### src/rtl/router_in_if.sv
// Source-side and FIFO-side signal bundle of the router input stage.
// The slave modport is the router's view; master is the source/FIFO side.
interface router_in_if #(
  parameter int DW    = 8,
  parameter int NDEST = 3
);
  logic             pkt_valid;
  logic [DW-1:0]    data_in;
  logic [NDEST-1:0] fifo_full;
  logic             busy;
  logic             error;
  logic [NDEST-1:0] wr_en;
  logic [DW-1:0]    dout;
  logic             pkt_done;

  modport master (
    output pkt_valid, data_in, fifo_full,
    input  busy, error, wr_en, dout, pkt_done
  );

  modport slave (
    input  pkt_valid, data_in, fifo_full,
    output busy, error, wr_en, dout, pkt_done
  );
endinterface

### src/rtl/router_in_ctrl.sv
// Router 1x3 input stage: header decode, byte steering into destination FIFOs, parity/length check.
// Optional feature: define ROUTER_IN_STATS_EN to add 16-bit pkt_cnt/err_cnt statistics ports.
module router_in_ctrl #(
  parameter int DW    = 8,
  parameter int NDEST = 3
) (
  input  logic        clock,
  input  logic        rst,
  router_in_if.slave  bus
`ifdef ROUTER_IN_STATS_EN
  ,
  output logic [15:0] pkt_cnt,
  output logic [15:0] err_cnt
`endif
);

  typedef enum logic [1:0] {
    IDLE  = 2'd0,
    LOAD  = 2'd1,
    CHECK = 2'd2,
    DROP  = 2'd3
  } state_t;

  state_t           state_q, state_d;
  logic [1:0]       addr_q, addr_d;
  logic [DW-1:0]    par_q, par_d;
  logic [DW-1:0]    rx_par_q, rx_par_d;
  logic [5:0]       len_q, len_d;
  logic [5:0]       cnt_q, cnt_d;
  logic             drop_q, drop_d;
  logic [NDEST-1:0] wr_en_q, wr_en_d;
  logic [DW-1:0]    dout_q, dout_d;
  logic             error_q, error_d;
  logic             done_q, done_d;
  logic             busy_c;

  logic [1:0]       hdr_addr;
  logic             hdr_addr_ok;
  logic             hdr_full;
  logic             cur_full;

  // Address 3 has no FIFO behind it, so it never reports full.
  function automatic logic full_at(input logic [1:0] a, input logic [NDEST-1:0] full);
    logic f;
    f = 1'b0;
    for (int i = 0; i < NDEST; i++)
      if (a == 2'(i)) f = full[i];
    return f;
  endfunction

  function automatic logic [NDEST-1:0] onehot(input logic [1:0] a);
    logic [NDEST-1:0] oh;
    oh = '0;
    for (int i = 0; i < NDEST; i++)
      if (a == 2'(i)) oh[i] = 1'b1;
    return oh;
  endfunction

  assign hdr_addr    = bus.data_in[1:0];
  assign hdr_addr_ok = int'(hdr_addr) < NDEST;
  assign hdr_full    = full_at(hdr_addr, bus.fifo_full);
  assign cur_full    = full_at(addr_q, bus.fifo_full);

  always_comb begin
    // NOTE: every variable gets a default first so no path leaves one unassigned (no latches).
    state_d  = state_q;
    addr_d   = addr_q;
    par_d    = par_q;
    rx_par_d = rx_par_q;
    len_d    = len_q;
    cnt_d    = cnt_q;
    drop_d   = drop_q;
    wr_en_d  = '0;
    dout_d   = dout_q;
    error_d  = 1'b0;
    done_d   = 1'b0;
    busy_c   = 1'b0;

    unique case (state_q)
      IDLE: begin
        if (bus.pkt_valid) begin
          if (!hdr_addr_ok) begin
            drop_d  = 1'b1;
            state_d = DROP;
          end else if (hdr_full) begin
            busy_c = 1'b1;
          end else begin
            wr_en_d = onehot(hdr_addr);
            dout_d  = bus.data_in;
            addr_d  = hdr_addr;
            par_d   = bus.data_in;
            len_d   = bus.data_in[7:2];
            cnt_d   = '0;
            drop_d  = 1'b0;
            state_d = LOAD;
          end
        end
      end

      LOAD: begin
        if (cur_full) begin
          busy_c = 1'b1;
        end else begin
          wr_en_d = onehot(addr_q);
          dout_d  = bus.data_in;
          if (bus.pkt_valid) begin
            par_d = par_q ^ bus.data_in;
            if (cnt_q != 6'h3F) cnt_d = cnt_q + 6'd1;
          end else begin
            rx_par_d = bus.data_in;
            state_d  = CHECK;
          end
        end
      end

      CHECK: begin
        // Holding the source here lets a back-to-back header wait one cycle for IDLE.
        busy_c  = 1'b1;
        error_d = drop_q || (par_q != rx_par_q) || (cnt_q != len_q) || (len_q == 6'd0);
        done_d  = 1'b1;
        state_d = IDLE;
      end

      DROP: begin
        if (!bus.pkt_valid) state_d = CHECK;
      end

      default: state_d = IDLE;
    endcase
  end

  always_ff @(posedge clock or posedge rst) begin
    if (rst) begin
      state_q  <= IDLE;
      addr_q   <= '0;
      par_q    <= '0;
      rx_par_q <= '0;
      len_q    <= '0;
      cnt_q    <= '0;
      drop_q   <= 1'b0;
      wr_en_q  <= '0;
      dout_q   <= '0;
      error_q  <= 1'b0;
      done_q   <= 1'b0;
    end else begin
      // NOTE: non-blocking assignments so every register samples the pre-edge values.
      state_q  <= state_d;
      addr_q   <= addr_d;
      par_q    <= par_d;
      rx_par_q <= rx_par_d;
      len_q    <= len_d;
      cnt_q    <= cnt_d;
      drop_q   <= drop_d;
      wr_en_q  <= wr_en_d;
      dout_q   <= dout_d;
      error_q  <= error_d;
      done_q   <= done_d;
    end
  end

  assign bus.busy     = busy_c;
  assign bus.wr_en    = wr_en_q;
  assign bus.dout     = dout_q;
  assign bus.error    = error_q;
  assign bus.pkt_done = done_q;

`ifdef ROUTER_IN_STATS_EN
  // Counters follow the visible pkt_done/error pulses and wrap naturally.
  always_ff @(posedge clock or posedge rst) begin
    if (rst) begin
      pkt_cnt <= '0;
      err_cnt <= '0;
    end else if (done_q) begin
      pkt_cnt <= pkt_cnt + 16'd1;
      if (error_q) err_cnt <= err_cnt + 16'd1;
    end
  end
`endif

endmodule
### src/flat_wrapper.sv
// flat-port wrapper written by rule: the top's interface ports become plain ports
module router_in_ctrl_flat 
#(
  parameter int DW    = 8,
  parameter int NDEST = 3
)
  (clock, rst, bus_pkt_valid, bus_data_in, bus_fifo_full, bus_busy, bus_error, bus_wr_en, bus_dout, bus_pkt_done);
  router_in_if #(.DW(DW), .NDEST(NDEST)) bus_i ();
  input  logic clock;
  input  logic rst;
  input wire logic [$bits(bus_i.pkt_valid)-1:0] bus_pkt_valid;
  input wire logic [$bits(bus_i.data_in)-1:0] bus_data_in;
  input wire logic [$bits(bus_i.fifo_full)-1:0] bus_fifo_full;
  output wire logic [$bits(bus_i.busy)-1:0] bus_busy;
  output wire logic [$bits(bus_i.error)-1:0] bus_error;
  output wire logic [$bits(bus_i.wr_en)-1:0] bus_wr_en;
  output wire logic [$bits(bus_i.dout)-1:0] bus_dout;
  output wire logic [$bits(bus_i.pkt_done)-1:0] bus_pkt_done;
  assign bus_i.pkt_valid = bus_pkt_valid;
  assign bus_i.data_in = bus_data_in;
  assign bus_i.fifo_full = bus_fifo_full;
  assign bus_busy = bus_i.busy;
  assign bus_error = bus_i.error;
  assign bus_wr_en = bus_i.wr_en;
  assign bus_dout = bus_i.dout;
  assign bus_pkt_done = bus_i.pkt_done;
  router_in_ctrl #(.DW(DW), .NDEST(NDEST)) u_core (.clock(clock), .rst(rst), .bus(bus_i));
endmodule
### config.mk
export PLATFORM = sky130hd
export DESIGN_NAME = router_in_ctrl_flat
export DESIGN_NICKNAME = d
export VERILOG_FILES = /design/src/rtl/router_in_if.sv /design/src/rtl/router_in_ctrl.sv /design/src/flat_wrapper.sv
export SDC_FILE = /design/constraint.sdc
export NUM_CORES = 1
export LEC_CHECK = 0
export ABC_AREA = 1
export CAP_MARGIN = 20
export CORE_MARGIN = 2
export CORE_UTILIZATION = 42
export CTS_CLUSTER_SIZE = 10
export DETAILED_ROUTE_END_ITERATION = 12
export GPL_TIMING_DRIVEN = 0
export SKIP_CTS_REPAIR_TIMING = 1
export SLEW_MARGIN = 40
export SYNTH_ARGS = -nofsm -noshare
export SYNTH_HDL_FRONTEND = slang
export SYNTH_SLANG_ARGS = --single-unit
### constraint.sdc
create_clock -name clock -period 1.5 [get_ports clock]
set_clock_uncertainty 0.05 [all_clocks]
set_input_delay 0.15 -clock clock [delete_from_list [all_inputs] [get_ports clock]]
set_output_delay 0.15 -clock clock [all_outputs]
set_load 0.02 [all_outputs]
==> impl_metrics.yaml, run 1 <==
clock_tree:
  path_clk_slew_ns: 0.09
  cts_tree: "built"
  cts-root-buf: "clkbuf_8"
  cts_sinks: 46
  cts_buffers: 5
  cts_buffer_depth: 2
  clk_latency_ns: 0.30
  htreeDepth: 2
detailed_routing:
  route.met2.wl_mm: 2.94
  num_vias: 2145
  antenna_left: 0
  dr.max_layer_used: "met4"
  drt-total-wl_mm: 6.10
  wl_met3_um: 199
  wl_per_cell_um: 14.2
  met1_length_mm: 2.83
  initialDrtViolationCount: 164
  dr.pass1.iters: 4
  remaining_drc_errors: 0
  vias_per_cell: 4.99
pwr:
  pwr-share-seq_pct: 32.6
  p_clk_share_pct: 14.3
  power.leakage_uw: 0.00164
  p_comb_share_pct: 53.1
  switching_share_pct: 42.4
  p_int_uw: 3790
  pwr_density_cell_nw_per_um2: 1950
  irDropWorstVdd_uv: 1100
  switchingPower_uw: 2790
placement:
  place_inst: 398
  hpwlAfterDp_mm: 4.02
  dp_slack_ns: -0.658
  place.gp.congestion: 0.818
  place_area_um2: 2860
  port_buffers: 27
synth:
  syn-num-nets: 313
  ys_top_cells_by_area: "dfrtp_1 (47%), nand2_1 (13%), o21ai_0 (5.3%), inv_1 (4.7%), xor2_1 (3.9%)"
  ys_ff_latch: 46
  avgSynthCellArea_um2: 8.30
  yosysUniqueCellTypes: 30
  syn-cell-area_um2: 2470
  yosys_warnings: 0
  yosys.area.top_type_share_pct: 46.6
  yosysTopAreaCell: "dfrtp_1"
  seq_area_frac_synth_pct: 46.6
  synthCells: 298
cells_and_area:
  final_cell_mix: "nand2_1 (75), dfrtp_1 (43), inv_1 (24)"
  fin_area_um2: 3380
  drive_gt1_share_pct: 28.5
  n_antenna_cell: 0
  layout-area-overhead-vs-synth_pct: 36.9
  final_core_util_pct: 60.4
  final_common_cell: "nand2_1"
  final_net_count: 372
  final_cell_count_no_fill: 430
critical_path:
  worst_r2r_startpoint: "u_core.state_q[0]$_DFFE_PP0P_"
  cpMaxStageDelayCell: "dfrtp_2"
  cp_cell_sequence: "inv_2 -> nand2_4 -> inv_4 -> buf_8 -> nand3_4 -> o221ai_2 -> buf_4"
  cpPeakStageDelay_ns: 0.46
  crit_family: "flip-flops"
  crit_fanout: 4
  crit_buf_inv: 4
  cp-start-kind: "register"
  crit_required_ns: 1.30
  crit_type: "register to primary output"
  cp.arrival_ns: 1.44
  critPathCaptureType: "primary output"
  cp-startpoint: "u_core.state_q[1]$_DFFE_PP0P_"
die:
  start_util_pct: 44.1
  core-area_um2: 5610
  dieArea_um2: 6520
  chipHeight_um: 80.7
  die_w_um: 80.7
  io_pins: 28
  rows: 27
sta:
  relSlewSlack_pct: 68.2
  setup_viol: 27
  tightest_slew_ns: 0.475
  rsz0062_at_grt: "true"
  period_share_pct: 109
  setup_tns_ns: -2.05
  max_freq_mhz: 610
  setup_ws_ns: -0.141
  hold_violations: 0
  slew_viol_final: 0
  fin_crit_ns: 1.64
worst_hold_path:
  hp-class: "primary input to asynchronous set/reset pin"
run:
  cap_violations: 0
status:
  violations: "negative setup slack"
  status: "complete, but fails checks"
global_route:
  grt_pass1_wl_mm: 9.24
  grt_max_degree: 25
  grt_overflow: 0
  grt_pass1_vias: 1952
  antenna_found_initial: 0
  track_usage_pct: 18.8
[cell families after synthesis]
family,synth area share [%]
buffers and inverters,6.68
xor gates and xnor gates,4.96
DFF,46.6
and+or+nand+nor,29.6
adders and majority gates,0.506
AOI/OAI and AO/OA,11.7
[through the flow]
stage | power (µW) | hold slack (ns)
floorplan | 3990 | 0.221
global placement | 4790 | 0.404
detailed placement | 4850 | 0.416
CTS | 5800 | 0.128
global route | 7070 | 0.139
finish | 6580 | 0.109
[worst register-to-register path: cells and delay by family (launching register included)]
kind / cells / cell delay, ns
and+or+nand+nor: 5 / 0.54
AOI/OAI and AO/OA: 1 / 0.11
DFF: 1 / 0.48
buffers and inverters: 3 / 0.37
[cell usage after synthesis]
library cell  instances
dfrtp_1              46
nand2_1              88
nand2_4               3
o21a_1                4
buf_6                 2
nand2_2               2
xor2_1               11
nor2_8                1
buf_4                 2
o221ai_1              1
nor3_1                1
o31ai_1               2
a21oi_1               5
nand3_1              17
nor2_2                1
nand4_1               5
ha_1                  1
nor2_1               22
o21ai_2               7
or2_2                 3
o22ai_1               1
inv_2                 3
o21ai_1               1
nand3_2               3
xnor2_1               3
inv_1                31
nor2_4                2
a21oi_2               1
nand3_4               3
o21ai_0              26
[final cells by class]
cell class	count	area (µm²)
flip-flops and latches	46	1150
multi-input cells	215	1320
well taps	72	90.1
fillers	490	2220
plain buffers	4	52.6
clock buffers	6	72.6
repair buffers	51	529
clock inverters	2	37.5
inverters	34	133
[path summary, 6_finish.rpt]
path                                             endpoint  slack [ns]  depth (start not counted)
max                                              bus_busy       -0.14                          7
min reg2reg                u_core.bus.dout[7]$_DFFE_PP0P_        0.44                          2
max reg2reg                 u_core.bus.wr_en[2]$_DFF_PP0_       -0.13                          9
min                         u_core.state_q[0]$_DFFE_PP0P_        0.11                          2
min in group clock          u_core.bus.wr_en[1]$_DFF_PP0_        0.20                          3
max in group asynchronous  u_core.bus.dout[2]$_DFFE_PP0P_        0.88                          3
[power by group through the flow]
stage,combinational (µW),sequential (µW),clock (µW)
after floorplan,1750,2250,0
after global placement,2660,2130,0
after detailed placement,2710,2140,0
after CTS,2720,2120,964
after global routing,3830,2210,1020
final,3500,2140,943
[sequential cells by signal, summed over array words and instances (netlist names)]
signal / cells
u_core.par_q: 8
u_core.bus.error: 1
u_core.len_q: 6
u_core.bus.pkt_done: 1
u_core.rx_par_q: 8
u_core.bus.dout: 8
u_core.drop_q: 1
u_core.cnt_q: 6
u_core.state_q: 2
u_core.bus.wr_en: 3
u_core.addr_q: 2
[routing by layer]
layer,track usage (%),up-vias
li1,-,1076
met1,26.1,1012
met2,29.0,44
met3,3.82,13
met4,7.12,0
met5,0,-
Note: power is estimated with default switching activity, not from simulation.
==> inputs of run 2 (changes only) <==
SETUP_SLACK_MARGIN = 0.3   (was not set)
==> run 2 against run 1 <==
The flow still finishes with violations (negative setup slack). Utilization shrank 0.62 points. Flip-flop and latch count did not move. Critical path type unchanged. Largest cell class unchanged. Clock power decreased by 15%. Setup slack lost 0.037 ns. Critical path depth stayed put. Maximum frequency decreased by 2.2%. Total power decreased by 4.0%. Global-route usage up 0.72 points. First-iteration DRC count decreased by 52%. Wire length decreased by 1.4%. Clock-buffer cell count fell by 1. Cell count shrank 0.70%.
==> impl_metrics.yaml, run 2 (synthesis gave the netlist of run 1 again) <==
sta:
  fin_crit_ns: 1.68
  period_share_pct: 112
  slew_viol_final: 0
  setup_tns_ns: -2.36
  max_freq_mhz: 596
  setup_ws_ns: -0.177
  rsz0062_at_grt: "true"
  tightest_slew_ns: 0.619
  relSlewSlack_pct: 58.7
  setup_viol: 28
  hold_violations: 0
pwr:
  p_clk_share_pct: 12.7
  pwr-share-seq_pct: 34.1
  p_comb_share_pct: 53.3
  irDropWorstVdd_uv: 1060
  switchingPower_uw: 2720
  total_power_uw: 6320
  pwr_density_cell_nw_per_um2: 1890
  power.leakage_uw: 0.00172
  p_int_uw: 3600
  switching_share_pct: 43.0
critical_path:
  cp_cell_sequence: "buf_12 -> nand2_8 -> inv_6 -> buf_12 -> nand3_4 -> o221ai_2 -> buf_4"
  crit_fanout: 4
  cp-start-kind: "register"
  path_common_cell: "buf_12"
  crit_required_ns: 1.30
  cpMaxStageDelayCell: "dfrtp_2"
  cpPeakStageDelay_ns: 0.46
  crit_family: "flip-flops"
  crit_type: "register to primary output"
  crit_buf_inv: 4
  cp.arrival_ns: 1.48
  critPathCaptureType: "primary output"
cells_and_area:
  final_cell_mix: "nand2_1 (81), dfrtp_1 (42), inv_1 (23)"
  n_antenna_cell: 0
  final_net_count: 369
  final_core_util_pct: 59.7
  fill_cells: 524
  final_common_cell: "nand2_1"
  final_cell_count_no_fill: 427
  drive_gt1_share_pct: 27.3
  layout-area-overhead-vs-synth_pct: 35.5
global_route:
  track_usage_pct: 19.5
  grt_pass1_vias: 1997
  antenna_found_initial: 0
  grt_overflow: 0
  grt_max_degree: 21
  grt_pass1_wl_mm: 9.65
clock_tree:
  cts_tree: "built"
  cts_sinks: 46
  path_clk_slew_ns: 0.10
  cts-root-buf: "clkbuf_8"
  cts_buffers: 5
  clk_latency_ns: 0.30
  htreeDepth: 2
  cts_buffer_depth: 2
die:
  chipHeight_um: 80.7
  dieArea_um2: 6520
  io_pins: 28
  rows: 27
  start_util_pct: 44.1
  die_w_um: 80.7
  core-area_um2: 5610
worst_hold_path:
  hp-class: "primary input to asynchronous set/reset pin"
detailed_routing:
  remaining_drc_errors: 0
  num_vias: 2115
  wl_per_cell_um: 14.1
  initialDrtViolationCount: 79
  dr.pass1.iters: 4
  antenna_left: 0
  vias_per_cell: 4.95
  drt-total-wl_mm: 6.02
placement:
  place.gp.congestion: 0.808
  place_inst: 399
  port_buffers: 27
  hpwlAfterDp_mm: 4.23
status:
  violations: "negative setup slack"
  status: "complete, but fails checks"
run:
  cap_violations: 0
## run 2: changes by cell type in the layout (fill, tap and decap cells not counted), moves of 3 or more
cell / previous run / this run
nand2_1: 75 / 81
nand2_2: 12 / 8
clkdlybuf4s50_1: 19 / 11
dlymetal6s2s_1: 7 / 15
o21ai_0: 17 / 14
## run 2: final cells by class
type                            instances  area (µm²)  area share, %
Buffer                                  4        57.6           1.72
Clock buffer                            5        68.8           2.05
Clock inverter                          3        21.3          0.635
Inverter                               34         141           4.22
Multi-Input combinational cell        214        1260           37.6
Sequential cell                        46        1160           34.5
Tap cell                               72        90.1           2.69
Timing Repair Buffer                   49         556           16.6
## run 2: worst register-to-register path: cells and delay by family (launching register included)
family,cells,cell delay [ns]
simple gates,6,0.56
buf+inv,4,0.54
flops,1,0.46
## run 2: metrics by stage
stage,hold WS [ns],instance area [µm²],setup slack (ns)
3_5_place_dp,0.419,2940,-0.620
2_1_floorplan,0.117,2520,0.0933
6_report,0.103,3350,-0.177
3_3_place_gp,0.413,2880,-0.629
4_1_cts,0.117,3030,-0.824
5_1_grt,0.125,3350,-0.234
## run 2: metal layers
metal  vias up  track usage [%]  wire, µm
met4         0             5.42        53
met2        40             32.7      2950
met3         6             2.81       239
li1       1070                -         -
met5         -                0         0
met1       999             26.5      2770
## run 2: path summary, 6_finish.rpt
| path | start | endpoint | slack [ns] | cells past startpoint |
|---|---|---|---|---|
| worst min register to register | u_core.bus.dout[5]$_DFFE_PP0P_ | u_core.bus.dout[5]$_DFFE_PP0P_ | 0.43 | 2 |
| max in group asynchronous | rst | u_core.par_q[3]$_DFFE_PP0P_ | 0.74 | 4 |
| worst max register to register | u_core.state_q[0]$_DFFE_PP0P_ | u_core.par_q[4]$_DFFE_PP0P_ | -0.17 | 10 |
| worst max-delay path | u_core.state_q[0]$_DFFE_PP0P_ | bus_busy | -0.18 | 7 |
| min in group clock | bus_data_in[1] | u_core.rx_par_q[1]$_DFFE_PP0P_ | 0.19 | 3 |
| worst min-delay path | rst | u_core.bus.pkt_done$_DFF_PP0_ | 0.10 | 2 |
## run 2: power by group through the flow
stage / Clock, µW / Combinational [µW] / Sequential (µW)
final: 800 / 3370 / 2150
after global routing: 866 / 3720 / 2220
after CTS: 816 / 2810 / 2130
after detailed placement: 0 / 2790 / 2160
after global placement: 0 / 2740 / 2140
after floorplan: 0 / 1830 / 2260
==> inputs of run 3 (changes only) <==
CAP_MARGIN = not set   (was 20)
==> results of run 3 <==
No change in the layout: final DEF, timing and power equal those of run 2.
